--- src/rtl/bcd_scan_encoder_if.sv ---
// Digit/anode-select bus between the BCD scan encoder (slave side here) and its
// user: binary load request in, scanned BCD digit and anode number out.
interface bcd_scan_encoder_if #(
  parameter int BIN_W = 27
);
  logic [BIN_W-1:0] bin_in;
  logic             load;
  logic             blank_lz;
  logic             busy;
  logic             done;
  logic             overflow;
  logic [3:0]       v;
  logic [2:0]       anum;
  logic             blank;

  modport master (
    output bin_in, load, blank_lz,
    input  busy, done, overflow, v, anum, blank
  );

  modport slave (
    input  bin_in, load, blank_lz,
    output busy, done, overflow, v, anum, blank
  );
endinterface

--- src/rtl/bcd_scan_encoder.sv ---
// Sequential double-dabble binary-to-BCD converter (8 digits) feeding a
// prescaled digit scanner with optional leading-zero blanking.
module bcd_scan_encoder #(
  parameter int BIN_W       = 27,
  parameter int REFRESH_DIV = 100000
) (
  input logic              clk,
  input logic              reset,
  bcd_scan_encoder_if.slave bus
);

  localparam logic [1:0] ST_IDLE   = 2'd0;
  localparam logic [1:0] ST_SHIFT  = 2'd1;
  localparam logic [1:0] ST_COMMIT = 2'd2;

  localparam int CNT_W = (BIN_W > 1) ? $clog2(BIN_W) : 1;
  localparam int PRE_W = (REFRESH_DIV > 1) ? $clog2(REFRESH_DIV) : 1;
  localparam logic [BIN_W-1:0] MAX_BIN  = BIN_W'(64'd99_999_999);
  localparam logic [CNT_W-1:0] LAST_CNT = CNT_W'(BIN_W - 1);
  localparam logic [PRE_W-1:0] LAST_PRE = PRE_W'(REFRESH_DIV - 1);

  logic [1:0]       state_reg;
  logic [BIN_W-1:0] shift_reg;
  logic [31:0]      acc_reg;
  logic [CNT_W-1:0] cnt_reg;
  logic             ovf_reg;
  logic [31:0]      disp_reg;
  logic             overflow_reg;

  logic [PRE_W-1:0] pre_reg;
  logic [2:0]       anum_reg;
  logic [3:0]       v_reg;
  logic             blank_reg;

  logic [27:0]      acc_adj;
  logic [31:0]      src_digits;
  logic [8:0]       lz;
  logic             pre_wrap;
  logic [2:0]       anum_next;
  logic [3:0]       digit_sel;

  // The top nibble is never adjusted: inputs are clamped below 10^8, so it
  // never holds 5 or more before a shift.
  genvar gi;
  generate
    for (gi = 0; gi < 7; gi++) begin : g_adj
      assign acc_adj[gi*4 +: 4] = (acc_reg[gi*4 +: 4] >= 4'd5) ?
                                  acc_reg[gi*4 +: 4] + 4'd3 : acc_reg[gi*4 +: 4];
    end
  endgenerate

  // During the commit cycle the scanner samples the accumulator directly so
  // the new digits appear on v on the very next cycle.
  assign src_digits = (state_reg == ST_COMMIT) ? acc_reg : disp_reg;

  // lz[i] = digit i and every digit above it are zero.
  assign lz[8] = 1'b1;
  generate
    for (gi = 0; gi < 8; gi++) begin : g_lz
      assign lz[gi] = lz[gi+1] && (src_digits[gi*4 +: 4] == 4'd0);
    end
  endgenerate

  assign pre_wrap  = (pre_reg == LAST_PRE);
  assign anum_next = pre_wrap ? anum_reg + 3'd1 : anum_reg;
  assign digit_sel = src_digits[{anum_next, 2'b00} +: 4];

  always_ff @(posedge clk) begin
    if (reset) begin
      state_reg    <= ST_IDLE;
      shift_reg    <= '0;
      acc_reg      <= '0;
      cnt_reg      <= '0;
      ovf_reg      <= 1'b0;
      disp_reg     <= '0;
      overflow_reg <= 1'b0;
    end else begin
      case (state_reg)
        ST_IDLE: begin
          if (bus.load) begin
            shift_reg <= (bus.bin_in > MAX_BIN) ? MAX_BIN : bus.bin_in;
            ovf_reg   <= (bus.bin_in > MAX_BIN);
            acc_reg   <= '0;
            cnt_reg   <= '0;
            state_reg <= ST_SHIFT;
          end
        end
        ST_SHIFT: begin
          acc_reg   <= {acc_reg[30:28], acc_adj, shift_reg[BIN_W-1]};
          shift_reg <= shift_reg << 1;
          cnt_reg   <= cnt_reg + 1'b1;
          if (cnt_reg == LAST_CNT) begin
            state_reg <= ST_COMMIT;
          end
        end
        ST_COMMIT: begin
          disp_reg     <= acc_reg;
          overflow_reg <= ovf_reg;
          state_reg    <= ST_IDLE;
        end
        default: state_reg <= ST_IDLE;
      endcase
    end
  end

  always_ff @(posedge clk) begin
    if (reset) begin
      pre_reg   <= '0;
      anum_reg  <= '0;
      v_reg     <= '0;
      blank_reg <= 1'b0;
    end else begin
      pre_reg   <= pre_wrap ? '0 : pre_reg + 1'b1;
      anum_reg  <= anum_next;
      v_reg     <= digit_sel;
      blank_reg <= bus.blank_lz && (anum_next != 3'd0) && lz[anum_next];
    end
  end

  assign bus.busy     = (state_reg == ST_SHIFT);
  assign bus.done     = (state_reg == ST_COMMIT);
  assign bus.overflow = overflow_reg;
  assign bus.v        = v_reg;
  assign bus.anum     = anum_reg;
  assign bus.blank    = blank_reg;

endmodule

--- src/flat_wrapper.sv ---
// flat-port wrapper written by rule: the top's interface ports become plain ports
module bcd_scan_encoder_flat 
#(
  parameter int BIN_W       = 27,
  parameter int REFRESH_DIV = 100000
)
  (clk, reset, bus_bin_in, bus_load, bus_blank_lz, bus_busy, bus_done, bus_overflow, bus_v, bus_anum, bus_blank);
  bcd_scan_encoder_if #(.BIN_W(BIN_W)) bus_i ();
  input logic clk;
  input logic reset;
  input wire logic [$bits(bus_i.bin_in)-1:0] bus_bin_in;
  input wire logic [$bits(bus_i.load)-1:0] bus_load;
  input wire logic [$bits(bus_i.blank_lz)-1:0] bus_blank_lz;
  output wire logic [$bits(bus_i.busy)-1:0] bus_busy;
  output wire logic [$bits(bus_i.done)-1:0] bus_done;
  output wire logic [$bits(bus_i.overflow)-1:0] bus_overflow;
  output wire logic [$bits(bus_i.v)-1:0] bus_v;
  output wire logic [$bits(bus_i.anum)-1:0] bus_anum;
  output wire logic [$bits(bus_i.blank)-1:0] bus_blank;
  assign bus_i.bin_in = bus_bin_in;
  assign bus_i.load = bus_load;
  assign bus_i.blank_lz = bus_blank_lz;
  assign bus_busy = bus_i.busy;
  assign bus_done = bus_i.done;
  assign bus_overflow = bus_i.overflow;
  assign bus_v = bus_i.v;
  assign bus_anum = bus_i.anum;
  assign bus_blank = bus_i.blank;
  bcd_scan_encoder #(.BIN_W(BIN_W), .REFRESH_DIV(REFRESH_DIV)) u_core (.clk(clk), .reset(reset), .bus(bus_i));
endmodule
--- config.mk ---
export PLATFORM = sky130hd
export DESIGN_NAME = bcd_scan_encoder_flat
export DESIGN_NICKNAME = d
export VERILOG_FILES = /design/src/rtl/bcd_scan_encoder_if.sv /design/src/rtl/bcd_scan_encoder.sv /design/src/flat_wrapper.sv
export SDC_FILE = /design/constraint.sdc
export NUM_CORES = 1
export LEC_CHECK = 0
export ABC_AREA = 1
export CORE_MARGIN = 4
export CORE_UTILIZATION = 37
export CTS_CLUSTER_SIZE = 14
export DETAILED_ROUTE_END_ITERATION = 7
export PLACE_DENSITY_LB_ADDON = 0.15
export SLEW_MARGIN = 10
export SYNTH_ARGS = -nofsm -noshare
export SYNTH_HDL_FRONTEND = slang
export SYNTH_SLANG_ARGS = --single-unit
--- constraint.sdc ---
create_clock -name clk -period 2.06 [get_ports clk]
set_input_delay 0.206 -clock clk [delete_from_list [all_inputs] [get_ports clk]]
set_output_delay 0.206 -clock clk [all_outputs]
set_load 0.02 [all_outputs]
### Yosys cells after proc, flatten, opt, wreduce, memory -nomap -nowiden

Cells that the tools add are included.
Widths: inputs -> output; s select.

| operators by class | value |
|---|---|
| equal/unequal tests | 6 |
| shifts and indexed selects | 1 |
| magnitude comparators | 9 |
| multiplexer cells | 21 |
| add/subtract/negate cells | 10 |
| reduce and logical (&&, ||, !) cells | 24 |

Operators with widths:

| operator | count |
|---|---|
| $mux 32 | 2 |
| $pmux 32 s2 | 1 |
| $mux 27 | 2 |
| $pmux 27 s2 | 1 |
| $logic_not 4->1 | 8 |
| $shiftx 32x6->4 | 1 |
| $add 4x2->4 const B | 7 |
| $ge 4x3->1 const B | 7 |
| $mux 4 | 7 |
| $gt 27x27->1 const B | 1 |
| $add 17x1->17 const B | 1 |
| $eq 17x17->1 const B | 1 |
| $pmux 5 s2 | 1 |
| $logic_and 1x1->1 | 9 |
| $reduce_and 2->1 | 3 |
| $add 5x1->5 const B | 1 |
| $eq 5x5->1 const B | 1 |
| $lt 3x5->1 const B | 1 |
| $mux 5 | 1 |
| $mux 2 | 2 |
| $pmux 2 s2 | 1 |
| $add 3x1->3 const B | 1 |
| $bmux 1 s3 | 1 |
| $mux 3 | 1 |
| other kinds (9) | 9 |

| word-level totals | value |
|---|---|
| input port bits | 31 |
| word-level logic and storage cells | 82 |
| bits in registers | 125 |
| output and inout port bits | 11 |

### Depth between registers and ports, before layout

Gate-level depths: netlist of run 1.

| depth | value |
|---|---|
| depth in word-level cells | 13 |
| mapped depth | 13 |
| mapped depth without buffers | 12 |

### Least setup slack after synthesis of run 1

Ideal clock, no wire load.

| timing | value |
|---|---|
| kind | register to register |
| start | register u_core.pre_reg[0] |
| end | register u_core.v_reg[3], in the netlist u_core.bus.v[3] |
| buffers on the path | 1 |
| required time | 1.948 ns |
| clock period less this slack | 1.635 ns |
| slack | 0.425 ns |
| setup time | 0.112 ns |
| cell stages (with the launch flop) | 14 |
| arrival time | 1.522 ns |
| path through | dfxtp_1 -> ha_1 -> nand2_1 -> nor2_4 -> nand3_4 -> nand2_4 -> nand2_4 -> inv_4 -> buf_6 -> nand2_1 -> nand3_1 -> nand2_1 -> nand2_1 -> nand2_1 |

| on the way | value |
|---|---|
| word-level cells in the longest chain between the ends | 3 |

RTL lines:

| item | line | RTL |
|---|---|---|
| start, declared | bcd_scan_encoder.sv:30 | `logic [PRE_W-1:0] pre_reg;` |
| start signal, assigned | bcd_scan_encoder.sv:113 | `pre_reg <= pre_wrap ? '0 : pre_reg + 1'b1;` |
| $eq 17x17->1 | bcd_scan_encoder.sv:64 | `assign pre_wrap = (pre_reg == LAST_PRE);` |
| $mux 3 | bcd_scan_encoder.sv:65 | `assign anum_next = pre_wrap ? anum_reg + 3'd1 : anum_reg;` |
| $shiftx 32x6->4 | bcd_scan_encoder.sv:66 | `assign digit_sel = src_digits[{anum_next, 2'b00} +: 4];` |
| end signal, assigned | bcd_scan_encoder.sv:115 | `v_reg <= digit_sel;` |
| end, declared | bcd_scan_encoder.sv:32 | `logic [3:0] v_reg;` |

No other way between the ends.
A chain may end at the register's enable or synchronous reset.

### Final worst setup path of run 1

| timing | value |
|---|---|
| start | register u_core.state_reg[0] |
| end | output bus_busy |

| on the way | value |
|---|---|
| word-level cells in the longest chain between the ends | 1 |

RTL lines:

| item | line | RTL |
|---|---|---|
| start, declared | bcd_scan_encoder.sv:22 | `logic [1:0] state_reg;` |
| start signal, assigned | bcd_scan_encoder.sv:70 | `state_reg <= ST_IDLE;` |
| start signal, assigned | bcd_scan_encoder.sv:85 | `state_reg <= ST_SHIFT;` |
| start signal, assigned | bcd_scan_encoder.sv:93 | `state_reg <= ST_COMMIT;` |
| $eq 2x1->1 | bcd_scan_encoder.sv:120 | `assign bus.busy = (state_reg == ST_SHIFT);` |
| end, declared | flat_wrapper.sv:14 | `output wire logic [$bits(bus_i.busy)-1:0] bus_busy;` |

No other way between the ends.

==> results of run 1 <==
## cell type report
cell class	instances	share of cell area [%]
Inverter	105	5.17
Timing Repair Buffer	67	8.61
Tap cell	220	3.55
Multi-Input combinational cell	704	43.2
Clock inverter	8	1.16
Clock buffer	24	6.08
Sequential cell	125	32.2
## power breakdown
part	internal, uW	switching (uW)	total [uW]
logic	196	287	483
clock network	1830	1040	2870
registers	2480	36.6	2520
total	4510	1370	5870
## cells in the final DEF (no fill, tap or decap), drive strengths merged, types with 5 or more instances in the layout
master,netlist,layout
nand3b,5,5
ha,18,18
nand3,74,74
inv,104,104
o21ai,50,50
clkinv,1,7
clkbuf,19,24
dfxtp,125,125
nor3,13,13
a21oi,75,75
nor2,163,163
buf,23,27
clkdlybuf4s50,0,39
xor2,14,14
nand4,9,9
nand2,261,261
a22oi,12,12
## routing by layer
layer | vias to the layer above | share of wire, % | GRT usage, %
met5 | - | 0 | 0
met4 | 0 | 0.86 | 5.20
met3 | 12 | 3.3 | 3.98
met2 | 64 | 44 | 24.7
met1 | 2617 | 52 | 22.4
li1 | 3180 | - | -
## worst max-delay path, stage by stage (launching register included)
cell and delay (ns):
dfxtp_1 0.43, inv_4 0.10, nor2_4 0.16, clkdlybuf4s50_1 0.62
## stage by stage
step | power (uW) | instances
6_report | 5870 | 1253
5_1_grt | 6130 | 1253
4_1_cts | 5960 | 1251
3_5_place_dp | 3050 | 1218
3_3_place_gp | 3050 | 1218
2_1_floorplan | 2860 | 976
## final timing paths
kind | to | depth (start not counted)
min | u_core.ovf_reg | 4
max | bus_busy | 3
min reg2reg | u_core.pre_reg[0] | 1
max reg2reg | u_core.bus.v[3] | 12
## timing repair
item	4_1_cts	5_1_grt
resized for setup	0	4
hold buffers	0	0
setup buffers	1	2
setup endpoints to repair	1	5
pin swaps	1	1
## kinds of logic (layout without fill, tap and decap cells)
kind of cell | count (synthesis) | after routing | synth area share, %
fa+ha+maj | 18 | 18 | 3.50
flops | 125 | 125 | 38.9
buf+inv | 147 | 204 | 9.22
xor+xnor | 14 | 14 | 1.91
simple gates | 531 | 531 | 34.7
compound gates | 141 | 141 | 11.7
==> summary.md, run 1 <==
| Metric | Value |
|---|---|
| Worst min path class | `input port to flip-flop` |
| Num CTS Buffers | `17` |
| Global-route wire length before repair | `26300 um` |
| Worst IR Drop VDD | `around 0.7 mV` |
| Hold Crit Start | `reset` |
| Hpwl dp | `about 11000 um` |
| RSZ-0062 raised after global routing | `no` |
| F_max | `0.517 GHz` |
| Placed inst area | `7170 sq um` |
| Share of the synthesized area in the top cell type | `38.9%` |
| Post-synth top cells | `258 x nand2_1, 160 x nor2_1, 125 x dfxtp_1` |
| Final Cell Area | `7760 sq um` |
| Worst Path Required | `roughly 1.9 ns` |
| Top-level I/O count | `42` |
| Setup WS pre-CTS | `0.137 ns` |
| Vias per Instance | `4.69` |
| Avg Inst Size Synth | `6.59 sq um` |
| Htree depth | `4` |
| Final Max Slew Viols | `0` |
| Via count | `5873` |
| # fillers | `1769` |
| CP startpoint kind | `flip-flop` |
| Total wire length | `15300 um` |
| Hold Slack | `0.226 ns` |
| Final period utilization | `~94%` |
| Largest net degree at the start of global routing | `100` |
| DRT antenna net count | `0` |
| Reg-to-reg startpoint | `u_core.pre_reg[0]` |
| Initial antenna violation count | `0` |
| Reg area | `2500 sq um` |
| GRT Total Usage | `16.2%` |
| Mapped Area | `between 6000 and 7000 sq um` |
| Gr ovfl total | `0` |
| Cell with the most instances after synthesis | `nand2_1` |
| Yosys Warn Count | `0` |
| Area growth, synth to finish | `20.7%` |
| Final min period | `1.94 ns` |
| Rows | `47` |
| Iter 0 DRT Violations | `311` |
| Core ar. | `16800 sq um` |
| Slew @ Worst Pin | `0.474 ns` |
| Critical path type | `flip-flop to output pin` |
| Layout cells sized above 1 | `7.26%` |
| Drt wl/cell | `12.2 um` |
| Synth cell types | `38` |
| Pwr per Cell Area | `757 nW/um^2` |
| Synthesis-stage register bit count | `125` |
| Worst-Skew Late Latency | `0.43 ns` |
| Die Ht | `140 um` |
| Final Hold Fails | `0` |
| Top_reg_cell synth | `dfxtp_1` |
| CP Capture Type | `output pin` |
| Final core utilization | `roughly 46%` |
| Fin nets | `around 1100` |
| Leak Pwr | `0.00321 uW` |
| R2R Setup Slk | `0.22 ns` |
| Ant diodes | `0` |
| Root Buffer | `clkbuf_16` |
| Outcome | `complete, no violations` |
| Multi-input gate area | `3350 sq um` |
| Initial core utilization | `38.2%` |
| Die W | `140 um` |
| # setup viols final | `0` |
| Max-cap viol count | `0` |
| Post-Syn Nets | `1025` |
| WP data arrival | `1.73 ns` |
| Mapped Cells | `976` |
| Seq/Total Area, Yosys | `between 30% and 40%` |
| Fin Setup TNS | `0 ns` |
| Vias in the first global route | `5475` |
| Final worst setup slack | `about 0.12 ns` |
| Clock buffer depth | `2` |
| Clk slew on worst S/H paths | `0.05 ns` |
| Routability congestion estimate | `0.827` |
| Post-synth EDFFs | `0` |
| Max_slew headroom | `68.4%` |
| Worst-case clock skew | `0.0112 ns` |
| Area contributors post-synth | `dfxtp_1 39%, nand2_1 15%, nor2_1 9.3%` |
| Largest fanout on the critical path | `11` |
| Port buffer count | `41` |
| DRC Markers | `0` |
| Clk sink count | `125` |
| Die ar. | `19600 sq um` |
| Cell taking the most area after synthesis | `dfxtp_1` |
| Crit path launch | `u_core.state_reg[0]` |
| CTS tree | `built` |
| Post-synth ARST share | `0%` |
| Drt first pass iters | `5` |
Power figures use the tool's default switching activity.
==> inputs of run 2 (changes only) <==
Settings changed: DONT_BUFFER_PORTS from default to 1.
Clock period 2.06 ns to 2 ns, I/O delays scaled along.
==> summary.md, run 2 (synthesis gave the netlist of run 1 again) <==
| Metric | Value |
|---|---|
| Switching power | `1410 uW (was 1370 uW)` |
| Largest fanout on the critical path | `22 (was 11)` |
| WP data arrival | `2.21 ns (was 1.73 ns)` |
| Finished Layout Cells | `1225 (was 1253)` |
| Most frequent cells in the layout | `257 x nand2_1, 159 x nor2_1, 124 x dfxtp_1, 99 x inv_1, 74 x a21oi_1 (was 257 x nand2_1, 159 x nor2_1, 125 x dfxtp_1, 99 x inv_1, 74 x a21oi_1)` |
| Worst-Skew Late Latency | `0.42 ns (was 0.43 ns)` |
| Die ar. | `19600 sq um (unchanged)` |
| Routability congestion estimate | `0.793 (was 0.827)` |
| RSZ-0062 raised after global routing | `no (unchanged)` |
| Switching portion of total power | `23.2% (was 23.3%)` |
| Final min period | `1.85 ns` |
| Final worst setup slack | `0.152 ns (was 0.125 ns)` |
| Drt wl/cell | `12.9 um (was 12.2 um)` |
| Iter 0 DRT Violations | `235 (was 311)` |
| Worst min path class | `input port to flip-flop (unchanged)` |
| Worst Path Required | `2.37 ns (was 1.85 ns)` |
| Pwr per Cell Area | `807 nW/um^2 (was 757 nW/um^2)` |
| Hpwl dp | `10600 um (was 10700 um)` |
| Layout cells sized above 1 | `7.76% (was 7.26%)` |
| Final Max Slew Viols | `0 (unchanged)` |
| Placed cell count | `1177 (was 1218)` |
| Fin nets | `1042 (was 1069)` |
| Max-cap viol count | `0 (unchanged)` |
| Commonest non-fill, non-tap cell in the layout | `nand2_1 (unchanged)` |
| Root Buffer | `clkbuf_16 (unchanged)` |
| Total wire length | `15800 um (was 15300 um)` |
| Logic pwr share | `7.3% (was 8.2%)` |
| Leak Pwr | `0.00313 uW (was 0.00321 uW)` |
| Crit path launch | `u_core.state_reg[1] (was u_core.state_reg[0])` |
| Port buffer count | `0 (was 41)` |
| CTS tree | `built (unchanged)` |
| Slew @ Worst Pin | `0.662 ns (was 0.474 ns)` |
| Max_slew headroom | `55.8% (was 68.4%)` |
| Worst-case clock skew | `0.0120 ns (was 0.0112 ns)` |
| Power Internal | `4670 uW (was 4510 uW)` |
| DRC Markers | `0 (unchanged)` |
| Die W | `140 um (unchanged)` |
| # setup viols final | `0 (unchanged)` |
| Rows | `47 (unchanged)` |
| Clk sink count | `125 (unchanged)` |
| Fin Setup TNS | `0 ns (unchanged)` |
| Flop pwr share | `42.7% (was 42.9%)` |
| Clk slew on worst S/H paths | `0.06 ns (was 0.05 ns)` |
| Global-route wire length before repair | `26800 um (was 26300 um)` |
| Die Ht | `140 um (unchanged)` |
| R2r endpoint | `u_core.acc_reg[15] (was u_core.bus.v[3])` |
| CP startpoint kind | `flip-flop (unchanged)` |
| Initial antenna violation count | `0 (unchanged)` |
| CP Capture Type | `flip-flop (was output pin)` |
| Clock power frac | `50.0% (was 48.9%)` |
| Final Hold Fails | `0 (unchanged)` |
| Vias in the first global route | `5546 (was 5475)` |
| Placed inst area | `6720 sq um (was 7170 sq um)` |
| Initial core utilization | `38.2% (unchanged)` |
| Largest net degree at the start of global routing | `94 (was 100)` |
| Vias per Instance | `4.82 (was 4.69)` |
| Ant diodes | `0 (unchanged)` |
| Core ar. | `16800 sq um (unchanged)` |
| Area growth, synth to finish | `17.0% (was 20.7%)` |
| Reg-to-reg startpoint | `u_core.state_reg[1] (was u_core.pre_reg[0])` |
| Setup WS pre-CTS | `0.183 ns (was 0.137 ns)` |
| GRT Total Usage | `16.5% (was 16.2%)` |
| Clock buffer depth | `2 (unchanged)` |
| Final period utilization | `92.4%` |
| R2R depth | `6 (was 12)` |
| Via count | `5904 (was 5873)` |
| F_max | `0.541 GHz` |
| Top-level I/O count | `42 (unchanged)` |
| Gr ovfl total | `0 (unchanged)` |
| R2R Setup Slk | `0.15 ns (was 0.22 ns)` |
| Final Cell Area | `7530 sq um (was 7760 sq um)` |
| Drt first pass iters | `4 (was 5)` |
| DRT antenna net count | `0 (unchanged)` |
| Hold Slack | `0.0248 ns (was 0.226 ns)` |
| Worst IR Drop VDD | `0.599 mV (was 0.702 mV)` |
| CP Capture Point | `u_core.acc_reg[15] (was bus_busy)` |
| Num CTS Buffers | `17 (unchanged)` |
| Critical path type | `flip-flop to flip-flop (was flip-flop to output pin)` |
| Outcome | `complete, no violations (unchanged)` |
| Htree depth | `4 (unchanged)` |
[run 2: cell type report]
cell class | instances | area [sq um]
Inverter | 105 | 399
Fill cell | 1799 | 9290
Timing Repair Buffer | 40 | 397
Multi-Input combinational cell | 704 | 3370
Clock inverter | 6 | 83.8
Sequential cell | 125 | 2500
Clock buffer | 25 | 495
Tap cell | 220 | 275
[run 2: layer usage]
metal | share of wire [%] | global-route usage, %
met3 | 2.9 | 4.25
met1 | 51 | 22.8
met5 | 0 | 0
met4 | 1.5 | 5.71
met2 | 44 | 24.9
[run 2: critical path, stage by stage (launching register included)]
cell and delay [ns]:
dfxtp_1 0.33, buf_4 0.15, nor2_4 0.22, buf_6 0.28, nand3_1 0.12, a21oi_1 0.14, dlygate4sd3_1 0.54
[run 2: worst min-delay path by stage]
stage / depth (start not counted) / slack [ns] / from / to
after floorplan: 4 / 0.39 / bus_blank_lz / u_core.bus.blank
after global placement: 1 / 0.29 / reset / u_core.acc_reg[27]
after detailed placement: 1 / 0.29 / reset / u_core.acc_reg[26]
after CTS: 3 / 0.006 / bus_bin_in[11] / u_core.shift_reg[11]
after global routing: 3 / 0.03 / bus_bin_in[11] / u_core.shift_reg[11]
final: 3 / 0.02 / bus_bin_in[12] / u_core.shift_reg[12]
[run 2: power by group through the flow]
stage	Clock, uW	Combinational (uW)	Sequential (uW)
CTS	3120	426	2590
detailed placement	0	377	2650
finish	3040	444	2590
global placement	0	375	2640
floorplan	0	311	2640
global route	3230	503	2600
[run 2: repair_timing]
action	CTS	global route
hold buffers	13	0
hold endpoints to repair	102	0
gates resized for setup	0	7
setup buffers	0	3
setup endpoints to repair	0	6
[run 2: stage by stage]
step,total power [uW],util [%]
after global routing,6330,44.8
after floorplan,2950,-
final,6080,44.8
after detailed placement,3020,40.0
after CTS,6140,44.3
after global placement,3020,40.0
